`src/rtl/add_one_arb_pkg.sv`:
```
// Shared defaults and types for the add_one round-robin arbiter.
package add_one_arb_pkg;

    localparam int NUM_REQ_DFLT = 4;
    localparam int DATA_W_DFLT  = 32;
    localparam int DEPTH_DFLT   = 4;

    function automatic int tag_w(input int n);
        return (n > 1) ? $clog2(n) : 1;
    endfunction

    localparam int TAG_W_DFLT = tag_w(NUM_REQ_DFLT);

    typedef logic [TAG_W_DFLT-1:0] tag_t;

    typedef struct packed {
        logic                   vld;
        logic [DATA_W_DFLT-1:0] data;
        tag_t                   tag;
    } iss_t;

endpackage

```
`src/rtl/add_one_tag_fifo.sv`:
```
// In-order FIFO of requester tags for outstanding add_one operations.
module add_one_tag_fifo
    import add_one_arb_pkg::*;
#(
    parameter int TAG_W = TAG_W_DFLT,
    parameter int DEPTH = DEPTH_DFLT,
    localparam int PTR_W = $clog2(DEPTH),
    localparam int CNT_W = $clog2(DEPTH + 1)
) (
    input  logic             clk,
    input  logic             rst,
    input  logic             push,
    input  logic [TAG_W-1:0] push_tag,
    input  logic             pop,
    output logic [TAG_W-1:0] head,
    output logic             empty,
    output logic             full,
    output logic [CNT_W-1:0] count
);

    logic [PTR_W:0]   wr_ptr;
    logic [PTR_W:0]   rd_ptr;
    logic [PTR_W:0]   diff;
    logic [TAG_W-1:0] mem [DEPTH];
    logic             do_push;
    logic             do_pop;

    assign do_push = push & ~full;
    assign do_pop  = pop & ~empty;

    // Extra wrap bit distinguishes full from empty.
    assign empty = (wr_ptr == rd_ptr);
    assign full  = (wr_ptr[PTR_W] != rd_ptr[PTR_W]) &&
                   (wr_ptr[PTR_W-1:0] == rd_ptr[PTR_W-1:0]);
    assign head  = mem[rd_ptr[PTR_W-1:0]];
    assign diff  = wr_ptr - rd_ptr;
    assign count = CNT_W'(diff);

    always_ff @(posedge clk) begin
        if (!rst) begin
            wr_ptr <= '0;
            rd_ptr <= '0;
        end else begin
            if (do_push) wr_ptr <= wr_ptr + 1'b1;
            if (do_pop)  rd_ptr <= rd_ptr + 1'b1;
        end
    end

    always_ff @(posedge clk) begin
        if (do_push) mem[wr_ptr[PTR_W-1:0]] <= push_tag;
    end

endmodule

```
`src/rtl/add_one_arbiter.sv`:
```
// Round-robin arbiter sharing one add_one datapath among NUM_REQ requesters.
module add_one_arbiter
    import add_one_arb_pkg::*;
#(
    parameter int NUM_REQ = NUM_REQ_DFLT,
    parameter int DATA_W  = DATA_W_DFLT,
    parameter int DEPTH   = DEPTH_DFLT,
    localparam int TAG_W  = tag_w(NUM_REQ),
    localparam int CNT_W  = $clog2(DEPTH + 1)
) (
    input  logic                    clk,
    input  logic                    rst,
    input  logic [NUM_REQ-1:0]      req_vld,
    output logic [NUM_REQ-1:0]      req_busy,
    input  logic [NUM_REQ*DATA_W-1:0] req_data,
    output logic [NUM_REQ-1:0]      rsp_vld,
    input  logic [NUM_REQ-1:0]      rsp_busy,
    output logic [DATA_W-1:0]       rsp_data,
    output logic                    add_one_x_vld,
    input  logic                    add_one_x_busy,
    output logic [DATA_W-1:0]       add_one_x_data,
    input  logic                    add_one_return_vld,
    output logic                    add_one_return_busy,
    input  logic [DATA_W-1:0]       add_one_return_data,
    output logic [CNT_W-1:0]        outstanding,
    output logic                    err_orphan
);

    typedef struct packed {
        logic              vld;
        logic [DATA_W-1:0] data;
        logic [TAG_W-1:0]  tag;
    } iss_reg_t;

    iss_reg_t          iss;
    logic [TAG_W-1:0]  rr_ptr;
    logic [TAG_W-1:0]  rr_next;
    logic [TAG_W-1:0]  winner;
    logic [TAG_W-1:0]  cand;
    logic [DATA_W-1:0] win_data;
    logic              found;
    logic              load;
    logic              iss_free;
    logic              pop;
    logic [TAG_W-1:0]  head;
    logic              tag_empty;
    logic              tag_full;
    int                idx;

    // Priority scan starting at rr_ptr, wrapping modulo NUM_REQ.
    always_comb begin
        winner = '0;
        found  = 1'b0;
        idx    = 0;
        cand   = '0;
        for (int k = 0; k < NUM_REQ; k++) begin
            idx = int'(rr_ptr) + k;
            if (idx >= NUM_REQ) idx = idx - NUM_REQ;
            cand = TAG_W'(idx);
            if (!found && req_vld[cand]) begin
                found  = 1'b1;
                winner = cand;
            end
        end
    end

    always_comb begin
        win_data = '0;
        for (int i = 0; i < NUM_REQ; i++) begin
            if (winner == TAG_W'(i)) win_data = req_data[i*DATA_W +: DATA_W];
        end
    end

    assign rr_next  = (winner == TAG_W'(NUM_REQ - 1)) ? '0 : winner + 1'b1;
    assign iss_free = ~iss.vld | ~add_one_x_busy;
    assign load     = rst & iss_free & ~tag_full & found;

    always_comb begin
        for (int i = 0; i < NUM_REQ; i++) begin
            req_busy[i] = !(load && (winner == TAG_W'(i)));
        end
    end

    always_ff @(posedge clk) begin
        if (!rst) begin
            iss        <= '0;
            rr_ptr     <= '0;
            err_orphan <= 1'b0;
        end else begin
            if (load) begin
                iss.vld  <= 1'b1;
                iss.data <= win_data;
                iss.tag  <= winner;
                rr_ptr   <= rr_next;
            end else if (iss.vld && !add_one_x_busy) begin
                iss.vld <= 1'b0;
            end
            if (add_one_return_vld && tag_empty) err_orphan <= 1'b1;
        end
    end

    assign add_one_x_vld  = iss.vld;
    assign add_one_x_data = iss.data;

    // Orphan returns see busy=0 and are dropped.
    assign add_one_return_busy = ~rst | (~tag_empty & rsp_busy[head]);
    assign pop = add_one_return_vld & ~add_one_return_busy & ~tag_empty;
    assign rsp_data = add_one_return_data;

    always_comb begin
        for (int i = 0; i < NUM_REQ; i++) begin
            rsp_vld[i] = rst && add_one_return_vld && !tag_empty &&
                         (head == TAG_W'(i));
        end
    end

    add_one_tag_fifo #(
        .TAG_W (TAG_W),
        .DEPTH (DEPTH)
    ) u_tag_fifo (
        .clk      (clk),
        .rst      (rst),
        .push     (load),
        .push_tag (winner),
        .pop      (pop),
        .head     (head),
        .empty    (tag_empty),
        .full     (tag_full),
        .count    (outstanding)
    );

endmodule

```
`config.mk`:
```
export PLATFORM = sky130hd
export DESIGN_NAME = add_one_arbiter
export DESIGN_NICKNAME = d
export VERILOG_FILES = /design/src/rtl/add_one_arb_pkg.sv /design/src/rtl/add_one_tag_fifo.sv /design/src/rtl/add_one_arbiter.sv
export SDC_FILE = /design/constraint.sdc
export NUM_CORES = 1
export LEC_CHECK = 0
export CAP_MARGIN = 25
export CORE_ASPECT_RATIO = 0.9
export CORE_UTILIZATION = 37
export CTS_CLUSTER_DIAMETER = 200
export DETAILED_ROUTE_END_ITERATION = 10
export PLACE_DENSITY = 0.9
export SLEW_MARGIN = 20
export SYNTH_ARGS = -nofsm -noshare
export SYNTH_HDL_FRONTEND = slang
export SYNTH_HIERARCHICAL = 1
export SYNTH_SLANG_ARGS = --single-unit
```
`constraint.sdc`:
```
create_clock -name clk -period 2.7 [get_ports clk]
set_input_delay 0.27 -clock clk [delete_from_list [all_inputs] [get_ports clk]]
set_output_delay 0.27 -clock clk [all_outputs]
set_load 0.01 [all_outputs]
```
==> metrics.csv, run 1 <==
stage;metric;value;unit
global_routing;gr-total-overflow;0;
sta;finalHoldViolations;0;
die;coreArea;0.0102;sq mm
power;p_sw;1.12;mW
yosys;yosysWarnings;6;
clocking;cts_tree;done;
global_routing;gr-usage-all-layers;25.4;%
power;vdd_drop_max;390;uV
die;die_x;110;um
setup_path;worstPathArrival;2.38;ns
power;p_clk_share;20.6;%
cells_and_area;fin_cells;726;
yosys;synth_edf_count;8;
setup_path;worstSetupPathType;input pin to output port;
die;die_area;0.0109;sq mm
clocking;cts_max_path_buffers;2;
yosys;synth_area;0.00390;sq mm
yosys;synth_common_cells;dfxtp_1 (44), inv_1 (42), nand2_1 (42);
place;io_buffers;185;
setup_path;reg2regPathDepth;10;
setup_path;max_stage_delay;0.54;ns
clocking;clkTransAtPathRegs;0.07;ns
cells_and_area;fill_cells;886;
power;pwr-share-seq;30.5;%
power;swShare;34.8;%
clocking;numClockSinks;52;
power;combPwrFrac;48.9;%
setup_path;cp_max_fo;5;
power;power.total;3.23;mW
min_path;whs_path_depth;2;
drt;drcViolationCount;0;
setup_path;r2r-end;u_tag_fifo/mem[2][1]$_DFFE_PP_;
yosys;ys.flop_type;dfxtp_1;
yosys;synthArstFlopShare;0;%
drt;drtAntennaViolNets;0;
yosys;seq_area_frac_synth;28.8;%
setup_path;slowest_stage;clkdlybuf4s50_1;
yosys;ys_ff_latch;52;
place;gp_congestion;0.943;
yosys;synth_area_leaders;dfxtp_1 (23%), o221a_1 (7.2%), a221oi_1 (7.2%);
yosys;syn_inst;463;
setup_path;crit_required;2.43;ns
clocking;h-tree-depth;2;
power;p_per_area;550;mW/mm^2
cells_and_area;drive_gt1_share;10.2;%
sta;min_period;2.65;ns
setup_path;cp-start-kind;input pin;
yosys;synth_most_common_cell;dfxtp_1;
drt;wl_per_cell;19.4;um
power;p_leak;2.27;nW
sta;fmax;377;MHz
place;place_inst;717;
clocking;clk_latency;0.29;ns
sta;fin_crit_sh;98.1;%
sta;worstMarginPinSlew;0.573;ns
sta;fin_ws;0.0502;ns
status;outcome;completed;
global_routing;grt_pass1_vias;4402;
die;io_pins;250;
clocking;cts_made_buffers;5;
sta;hold_ws;0.293;ns
sta;drv_slew;0;
yosys;syn-num-nets;647;
cells_and_area;antenna_cells;0;
drt;wl;14.1;mm
setup_path;critPathMostFrequentCell;clkdlybuf4s50_1;
setup_path;reg2reg_from;u_tag_fifo/wr_ptr[0]$_SDFFE_PN0P_;
setup_path;crit_chain;clkdlybuf4s50_1, nor2b_2, nor3_2, buf_4, o22ai_1, ha_2, nand2_1, clkdlybuf4s50_1;
sta;tns;0;ns
sta;setup_viol;0;
die;die_y;99.4;um
die;initial_core_util;38.0;%
clocking;cts_root_buffer;clkbuf_16;
cells_and_area;seq_area;0.00112;sq mm
yosys;syn_area_per_cell;8.42;sq um
setup_path;reg2reg_slack;0.20;ns
drt;first_pass_iters;5;
min_path;hp-start;rst;
cells_and_area;nNetsFinal;780;
global_routing;antenna_found_initial;0;
power;intPower;2.11;mW
sta;slew_headroom;61.8;%
flow_run;cap_viol_max_count;0;
place;pre_cts_ws;-0.0101;ns
yosys;yosysUniqueCellTypes;49;
drt;vias_per_cell;5.95;
setup_path;end_kind;output port;
cells_and_area;areaGrowthSynthToFinish;50.9;%
yosys;synth_top_area_share;22.6;%
global_routing;grt_pass1_wl;21.9;mm
place;dp_hpwl;10.2;mm
cells_and_area;multi_input_area;0.00219;sq mm
global_routing;grt_max_degree;65;
min_path;hold_path.class;input pin to flip-flop;
die;rows;35;
drt;dr.first_iter.drc_count;296;
drt;vias;4317;
sta;fin_skew;0.00516;ns
min_path;holdPathEnd;err_orphan$_SDFFE_PN0P_;
yosys;synth_top_area_cell;dfxtp_1;
worst max path at each step:
stage                                            startpoint                           endpoint  depth (start not counted)
after floorplan           u_tag_fifo/wr_ptr[0]$_SDFFE_PN0P_  u_tag_fifo/wr_ptr[1]$_SDFFE_PN0P_                         13
after global placement                           req_vld[0]     add_one_x_data[4]$_SDFFE_PN0N_                          9
after detailed placement                         req_vld[0]    add_one_x_data[28]$_SDFFE_PN0N_                          9
after CTS                 u_tag_fifo/wr_ptr[0]$_SDFFE_PN0P_                         rsp_vld[2]                          7
after global routing      u_tag_fifo/wr_ptr[0]$_SDFFE_PN0P_                         rsp_vld[3]                          8
final                                            req_vld[0]                        req_busy[2]                          8
cell usage in the layout (no fill, tap or decap), types with 3 or more instances in the layout:
master / n
clkdlybuf4s50_1: 182
a221oi_1: 32
mux4_2: 3
nand3b_1: 36
nand3_1: 6
nand2_1: 41
o221a_1: 25
nor2b_1: 3
o221a_2: 8
ha_1: 7
a21oi_1: 34
dfxtp_1: 42
clkbuf_16: 5
and2_1: 5
nor2_1: 3
buf_12: 6
ha_2: 4
buf_4: 15
inv_1: 42
edfxtp_1: 8
nand4_1: 37
layout make-up:
class / count / area share (%)
well taps: 129 / 2.75
clock buffers: 7 / 2.43
inverters: 43 / 2.87
clock inverters: 1 / 0.106
repair buffers: 206 / 35.5
flip-flops and latches: 52 / 19.1
multi-input cells: 288 / 37.3
logic make-up after synthesis:
group | count (synthesis) | share of synthesized area (%)
muxes | 5 | 2.28
adders and majority gates | 12 | 4.04
xor gates and xnor gates | 2 | 0.450
DFF | 52 | 28.8
buffers and inverters | 123 | 16.3
AOI/OAI and AO/OA | 118 | 25.2
and+or+nand+nor | 151 | 23.0
metrics by stage:
step           utilization (%)  area, sq um
2_1_floorplan                -         3900
3_3_place_gp              55.4         5670
3_5_place_dp              55.4         5670
4_1_cts                   56.9         5830
5_1_grt                   57.4         5880
6_report                  57.4         5880
timing repair:
action,4_1_cts,5_1_grt
hold buffers,0,0
setup buffers,0,1
resized for setup,5,11
setup endpoints to repair,17,18
hold endpoints to repair,0,0
gates cloned,0,0
sequential cells by signal, indices dropped and copies added, names as in the netlist, named ones only:
signal / cells
rr_ptr: 2
err_orphan: 1
add_one_x_vld: 1
u_tag_fifo/mem: 8
u_tag_fifo/wr_ptr: 3
add_one_x_data: 32
u_tag_fifo/rd_ptr: 3
power by group through the flow:
stage	sequential, mW	clock [mW]	combinational [mW]
after global placement	0.992	0	1.46
after floorplan	1.01	0	0.846
after CTS	0.985	0.672	1.54
after detailed placement	0.998	0	1.52
after global routing	0.999	0.691	1.71
final	0.987	0.664	1.58
metal layers:
layer	track usage [%]	part of all wire (%)	up-vias	wire, um
li1	-	-	1967	-
met1	28.7	36	2043	5110
met2	45.8	52	273	7360
met3	6.16	8.6	34	1210
met4	9.41	2.8	0	399
met5	0	0	-	0
worst max-delay path: cells and delay by family:
| kind | cells | cell delay [ns] |
|---|---|---|
| adders and majority gates | 1 | 0.34 |
| and+or+nand+nor | 3 | 0.36 |
| buffers and inverters | 3 | 1.17 |
| AOI/OAI and AO/OA | 1 | 0.23 |
No activity file was read; power rests on OpenSTA's default activity.
==> run 2: changes to the inputs <==
--- a/config.mk
+++ b/config.mk
@@ -7,12 +7,11 @@
 export LEC_CHECK = 0
 export CAP_MARGIN = 25
 export CORE_ASPECT_RATIO = 0.9
-export CORE_UTILIZATION = 37
+export CORE_UTILIZATION = 35
 export CTS_CLUSTER_DIAMETER = 200
 export DETAILED_ROUTE_END_ITERATION = 10
-export PLACE_DENSITY = 0.9
+export PLACE_DENSITY = 0.89
 export SLEW_MARGIN = 20
 export SYNTH_ARGS = -nofsm -noshare
 export SYNTH_HDL_FRONTEND = slang
-export SYNTH_HIERARCHICAL = 1
 export SYNTH_SLANG_ARGS = --single-unit
==> run 2 against run 1 <==
Non-clock buffer count stayed put. Area after synthesis shrank 10%. Die area shrank 5.2%. Sequential share of layout area rose by 1.6 points. Clock skew is 0.0046 ns higher. Critical path type unchanged. Critical endpoint unchanged.
==> metrics.csv, run 2 <==
stage;metric;value;unit
setup_path;reg2regPathDepth;11;
setup_path;crit_required;2.43;ns
min_path;whs_path_depth;2;
yosys;synth_top_area_cell;dfxtp_1;
place;io_buffers;185;
yosys;yosysWarnings;0;
yosys;synth_area_leaders;dfxtp_1 (25%), nor2b_1 (12%), a21oi_1 (9.9%);
clocking;h-tree-depth;2;
yosys;syn_area_per_cell;8.10;sq um
die;die_y;96.8;um
clocking;cts_max_path_buffers;2;
yosys;synth_area;0.00349;sq mm
yosys;seq_area_frac_synth;32.1;%
die;io_pins;250;
sta;min_period;2.58;ns
clocking;numClockSinks;52;
sta;drv_slew;0;
die;rows;34;
status;outcome;completed;
sta;fin_crit_sh;95.7;%
drt;wl_met2;5.78;mm
yosys;ys.flop_type;dfxtp_1;
yosys;synth_edf_count;8;
sta;rsz0062_at_grt;false;
yosys;synthArstFlopShare;0;%
drt;met1_length;4.56;mm
cells_and_area;fin_area;0.00544;sq mm
sta;worstMarginPinSlew;0.544;ns
power;vdd_drop_max;297;uV
die;coreArea;0.00970;sq mm
global_routing;grt_pass1_vias;3861;
sta;slew_headroom;63.4;%
global_routing;gr-usage-all-layers;22.6;%
place;gp_congestion;0.849;
cells_and_area;nNetsFinal;758;
drt;drtAntennaViolNets;0;
setup_path;cp_max_fo;7;
clocking;clkTransAtPathRegs;0.11;ns
setup_path;crit_chain;clkdlybuf4s50_1, a21oi_1, o21a_1, o22a_1, buf_4, ha_2, nand3_1, clkdlybuf4s50_1;
power;power.total;3.12;mW
setup_path;critPathTopFamily;buffers and inverters;
yosys;syn_inst;431;
min_path;holdPathEnd;err_orphan$_SDFFE_PN0P_;
yosys;synth_most_common_cell;a21oi_1;
clocking;cts_tree;done;
yosys;synth_top_area_share;25.2;%
sta;fin_skew;0.00973;ns
drt;routed.top_layer;met4;
clocking;hold_buffers;0;
setup_path;cp-start-kind;input pin;
yosys;syn-num-nets;615;
cells_and_area;areaGrowthSynthToFinish;55.7;%
setup_path;reg2reg_from;rr_ptr[1]$_SDFFE_PN0N_;
setup_path;max_stage_delay;0.56;ns
sta;fin_ws;0.117;ns
drt;vias_per_cell;5.29;
power;p_per_area;574;mW/mm^2
drt;wl;11.6;mm
setup_path;cp_num_buf_inv;3;
place;pre_cts_ws;-0.108;ns
die;die_area;0.0104;sq mm
cells_and_area;mostFrequentLayoutCells;clkdlybuf4s50_1 (178), a21oi_1 (69), nor2b_1 (65);
cells_and_area;drive_gt1_share;7.65;%
setup_path;reg2reg_slack;0.31;ns
setup_path;end_kind;output port;
drt;vias;3706;
global_routing;grt_max_degree;48;
setup_path;critPathMostFrequentCell;clkdlybuf4s50_1;
drt;dr.first_iter.drc_count;132;
cells_and_area;antenna_cells;0;
clocking;cts_made_buffers;5;
global_routing;gr-total-overflow;0;
sta;setup_viol;0;
clocking;cts_root_buffer;clkbuf_8;
cells_and_area;largest_register_ffs;32;
sta;finalHoldViolations;0;
sta;fmax;387;MHz
sta;tns;0;ns
drt;wl_per_cell;16.5;um
drt;first_pass_iters;4;
setup_path;r2r-end;add_one_x_data[27]$_SDFFE_PN0N_;
die;die_x;107;um
setup_path;slowest_stage;clkdlybuf4s50_1;
min_path;hp-start;err_orphan$_SDFFE_PN0P_;
place;placed_area;0.00530;sq mm
yosys;yosysUniqueCellTypes;36;
yosys;synth_common_cells;a21oi_1 (69), nor2b_1 (65), dfxtp_1 (44);
sta;hold_ws;0.489;ns
setup_path;worstPathArrival;2.31;ns
place;dp_hpwl;8.55;mm
global_routing;grt_pass1_wl;18.6;mm
min_path;hold_path.class;flip-flop to flip-flop;
global_routing;antenna_found_initial;0;
power;p_leak;2.14;nW
drt;drcViolationCount;0;
cells_and_area;final_common_cell;clkdlybuf4s50_1;
setup_path;worstSetupPathType;input pin to output port;
die;initial_core_util;36.0;%
yosys;ys_ff_latch;52;
flow_run;cap_viol_max_count;0;
clocking;clk_latency;0.31;ns
drt;wl_met3;927;um
-- run 2: layout make-up --
type                            count  area, sq um
Clock buffer                        5         68.8
Sequential cell                    52         1120
Clock inverter                      3         22.5
Fill cell                         896         4260
Timing Repair Buffer              206         2070
Multi-Input combinational cell    300         1960
Inverter                            9         33.8
Tap cell                          126          158
-- run 2: power breakdown --
group,switching [mW],internal [mW]
combinational,0.772,0.859
sequential,0.0781,0.929
clock,0.296,0.187
-- run 2: kinds of logic after synthesis --
| group | Yosys count | share of synthesized area [%] |
|---|---|---|
| AO/OA/AOI/OAI | 140 | 24.1 |
| AND/OR/NAND/NOR | 132 | 21.7 |
| buffers and inverters | 79 | 12.3 |
| flip-flops | 52 | 32.1 |
| multiplexers | 12 | 4.30 |
| adder cells (fa/ha/maj) | 12 | 4.51 |
| XOR/XNOR | 4 | 1.00 |
-- run 2: per-stage QoR --
step                      util [%]  cells
after floorplan                  -    431
after global placement        54.6    689
after detailed placement      54.6    689
after CTS                     55.8    699
final                         56.1    701
after global routing          56.1    701
-- run 2: worst max path at each step --
| stage | end | slack (ns) | depth (start not counted) | from |
|---|---|---|---|---|
| after floorplan | add_one_x_data[10]$_SDFFE_PN0N_ | 0.47 | 12 | rr_ptr[1]$_SDFFE_PN0N_ |
| after CTS | rsp_vld[3] | 0.009 | 7 | u_tag_fifo.rd_ptr[0]$_SDFFE_PN0P_ |
| after global routing | req_busy[2] | 0.003 | 7 | rr_ptr[1]$_SDFFE_PN0N_ |
| after global placement | add_one_x_data[26]$_SDFFE_PN0N_ | -0.03 | 12 | req_vld[0] |
| after detailed placement | add_one_x_data[27]$_SDFFE_PN0N_ | -0.11 | 12 | req_vld[0] |
| final | req_busy[2] | 0.12 | 8 | req_vld[1] |
-- run 2: tightest hold or removal path: stages (launching register included) --
cell     delay [ns]
dfxtp_1        0.35
a21oi_1        0.04
nor2_1         0.07
-- run 2: timing repair --
action / 4_1_cts / 5_1_grt
gates cloned: 0 / 0
pin swaps: 0 / 1
gates resized for setup: 5 / 6
buffers inserted: 2 / 2
hold endpoints to repair: 0 / 0
endpoints found under the setup margin: 9 / 7
-- run 2: routing by layer --
layer  GRT usage (%)  vias to the layer above
met5               0                        -
met4            8.22                        0
met3            6.74                       34
met2            40.7                      157
met1            24.7                     1724
li1                -                     1791
==> run 3: changes to the inputs <==
--- a/config.mk
+++ b/config.mk
@@ -10,7 +10,7 @@
 export CORE_UTILIZATION = 35
 export CTS_CLUSTER_DIAMETER = 200
 export DETAILED_ROUTE_END_ITERATION = 10
-export PLACE_DENSITY = 0.89
+export PLACE_DENSITY = 0.83
 export SLEW_MARGIN = 20
 export SYNTH_ARGS = -nofsm -noshare
 export SYNTH_HDL_FRONTEND = slang
==> run 3 against run 2 <==
Worst setup slack worse by 0.0078 ns. Sequential power hardly changed. Non-clock buffer count is 2 higher. Total power is 0.17% lower. Routed wire length is 3.0% lower. Maximum frequency is 0.30% lower. Count of clock-buffer cells in the layout stayed put. Core utilization is 0.32 points higher. Sequential cell count stayed put. Sequential share of layout area is 0.096 points lower. Largest cell class unchanged.
==> metrics.csv, run 3 (synthesized netlist as in run 2, its figures left out) <==
stage;metric;value;unit
global_routing;antenna_found_initial;0;
setup_path;cp_max_fo;5;
place;placed_area;0.00534;sq mm
setup_path;worstSetupPathType;input pin to output port;
setup_path;cp_num_buf_inv;3;
global_routing;gr-total-overflow;0;
cells_and_area;antenna_cells;0;
cells_and_area;mostFrequentLayoutCells;clkdlybuf4s50_1 (179), a21oi_1 (69), nor2b_1 (65);
sta;fin_crit_sh;96.0;%
clocking;clkTransAtPathRegs;0.11;ns
cells_and_area;drive_gt1_share;7.97;%
die;initial_core_util;36.0;%
place;gp_congestion;0.845;
sta;drv_slew;0;
global_routing;grt_pass1_wl;17.5;mm
clocking;cts_root_buffer;clkbuf_8;
sta;fmax;386;MHz
die;rows;34;
cells_and_area;nNetsFinal;760;
sta;finalHoldViolations;0;
clocking;cts_tree;done;
sta;slew_headroom;64.6;%
sta;fin_skew;0.00765;ns
cells_and_area;largest_register_ffs;32;
setup_path;critPathMostFrequentCell;clkdlybuf4s50_1;
cells_and_area;final_common_cell;clkdlybuf4s50_1;
cells_and_area;fin_cells;703;
setup_path;critical_path_depth;8;
drt;wl_per_cell;16.0;um
global_routing;grt_pass1_vias;3608;
power;vdd_drop_max;268;uV
drt;first_pass_iters;4;
cells_and_area;fin_area;0.00547;sq mm
die;die_y;96.8;um
sta;hold_ws;0.481;ns
sta;rsz0062_at_grt;false;
clocking;cts_made_buffers;5;
place;pre_cts_ws;-0.0266;ns
setup_path;cp-start-kind;input pin;
cells_and_area;fin_util;56.4;%
setup_path;critPathTopFamily;buffers and inverters;
die;io_pins;250;
drt;vias_per_cell;5.23;
setup_path;max_stage_delay;0.54;ns
min_path;whs_path_depth;2;
status;outcome;completed;
cells_and_area;areaGrowthSynthToFinish;56.6;%
drt;drcViolationCount;0;
setup_path;crit_chain;clkdlybuf4s50_1, a21oi_1, o21a_1, o22a_1, inv_1, ha_1, nand3_1, clkdlybuf4s50_1;
place;dp_hpwl;8.42;mm
setup_path;slowest_stage;clkdlybuf4s50_1;
sta;tns;0;ns
cells_and_area;fill_cells;893;
drt;vias;3676;
power;power.total;3.12;mW
sta;fin_ws;0.109;ns
place;place_inst;692;
setup_path;end_kind;output port;
clocking;numClockSinks;52;
clocking;cts_max_path_buffers;2;
clocking;clk_latency;0.31;ns
min_path;hold_path.class;flip-flop to flip-flop;
power;p_per_area;570;mW/mm^2
die;die_area;0.0104;sq mm
setup_path;crit_required;2.43;ns
place;io_buffers;185;
setup_path;worstPathArrival;2.32;ns
clocking;hold_buffers;0;
sta;setup_viol;0;
drt;wl;11.2;mm
sta;min_period;2.59;ns
power;p_leak;2.13;nW
drt;drtAntennaViolNets;0;
global_routing;grt_max_degree;57;
setup_path;reg2regPathDepth;6;
clocking;h-tree-depth;2;
sta;worstMarginPinSlew;0.527;ns
die;coreArea;0.00970;sq mm
flow_run;cap_viol_max_count;0;
drt;dr.first_iter.drc_count;135;
die;die_x;107;um
global_routing;gr-usage-all-layers;21.1;%
-- run 3: area by class of cell --
type	count	area [sq um]	share of cell area (%)
Timing Repair Buffer	208	2090	38.2
Multi-Input combinational cell	300	1970	35.9
Sequential cell	52	1130	20.6
Tap cell	126	158	2.88
Clock buffer	5	68.8	1.26
Inverter	9	33.8	0.618
Clock inverter	3	25.0	0.458
-- run 3: worst paths after layout --
| kind | startpoint | to | slack, ns |
|---|---|---|---|
| worst min-delay path | err_orphan$_SDFFE_PN0P_ | err_orphan$_SDFFE_PN0P_ | 0.48 |
| worst max-delay path | req_vld[0] | req_busy[0] | 0.11 |
| worst min register to register | err_orphan$_SDFFE_PN0P_ | err_orphan$_SDFFE_PN0P_ | 0.48 |
| worst max register to register | u_tag_fifo.wr_ptr[0]$_SDFFE_PN0P_ | u_tag_fifo.mem[1][0]$_DFFE_PP_ | 0.34 |
-- run 3: repair_timing --
item	CTS	global route
setup buffers	2	1
gates resized for setup	5	6
pin swaps	0	1
setup endpoints to repair	9	6
cloned	0	0
-- run 3: tightest hold or removal path, stage by stage (launching register included) --
cell and delay (ns):
dfxtp_1 0.34, a21oi_1 0.04, nor2_1 0.07
-- run 3: routing by layer --
| layer | up-vias | track usage (%) | part of all wire, % |
|---|---|---|---|
| met5 | - | 0 | 0 |
| met4 | 0 | 4.21 | 1.1 |
| met3 | 20 | 6.20 | 7.5 |
| met2 | 139 | 37.8 | 50 |
| met1 | 1719 | 24.8 | 41 |
| li1 | 1798 | - | - |
-- run 3: where the power goes --
group	internal, mW	leakage [nW]	switching [mW]
logic	0.877	1.65	0.756
clock network	0.190	0.0452	0.289
registers	0.927	0.439	0.0764
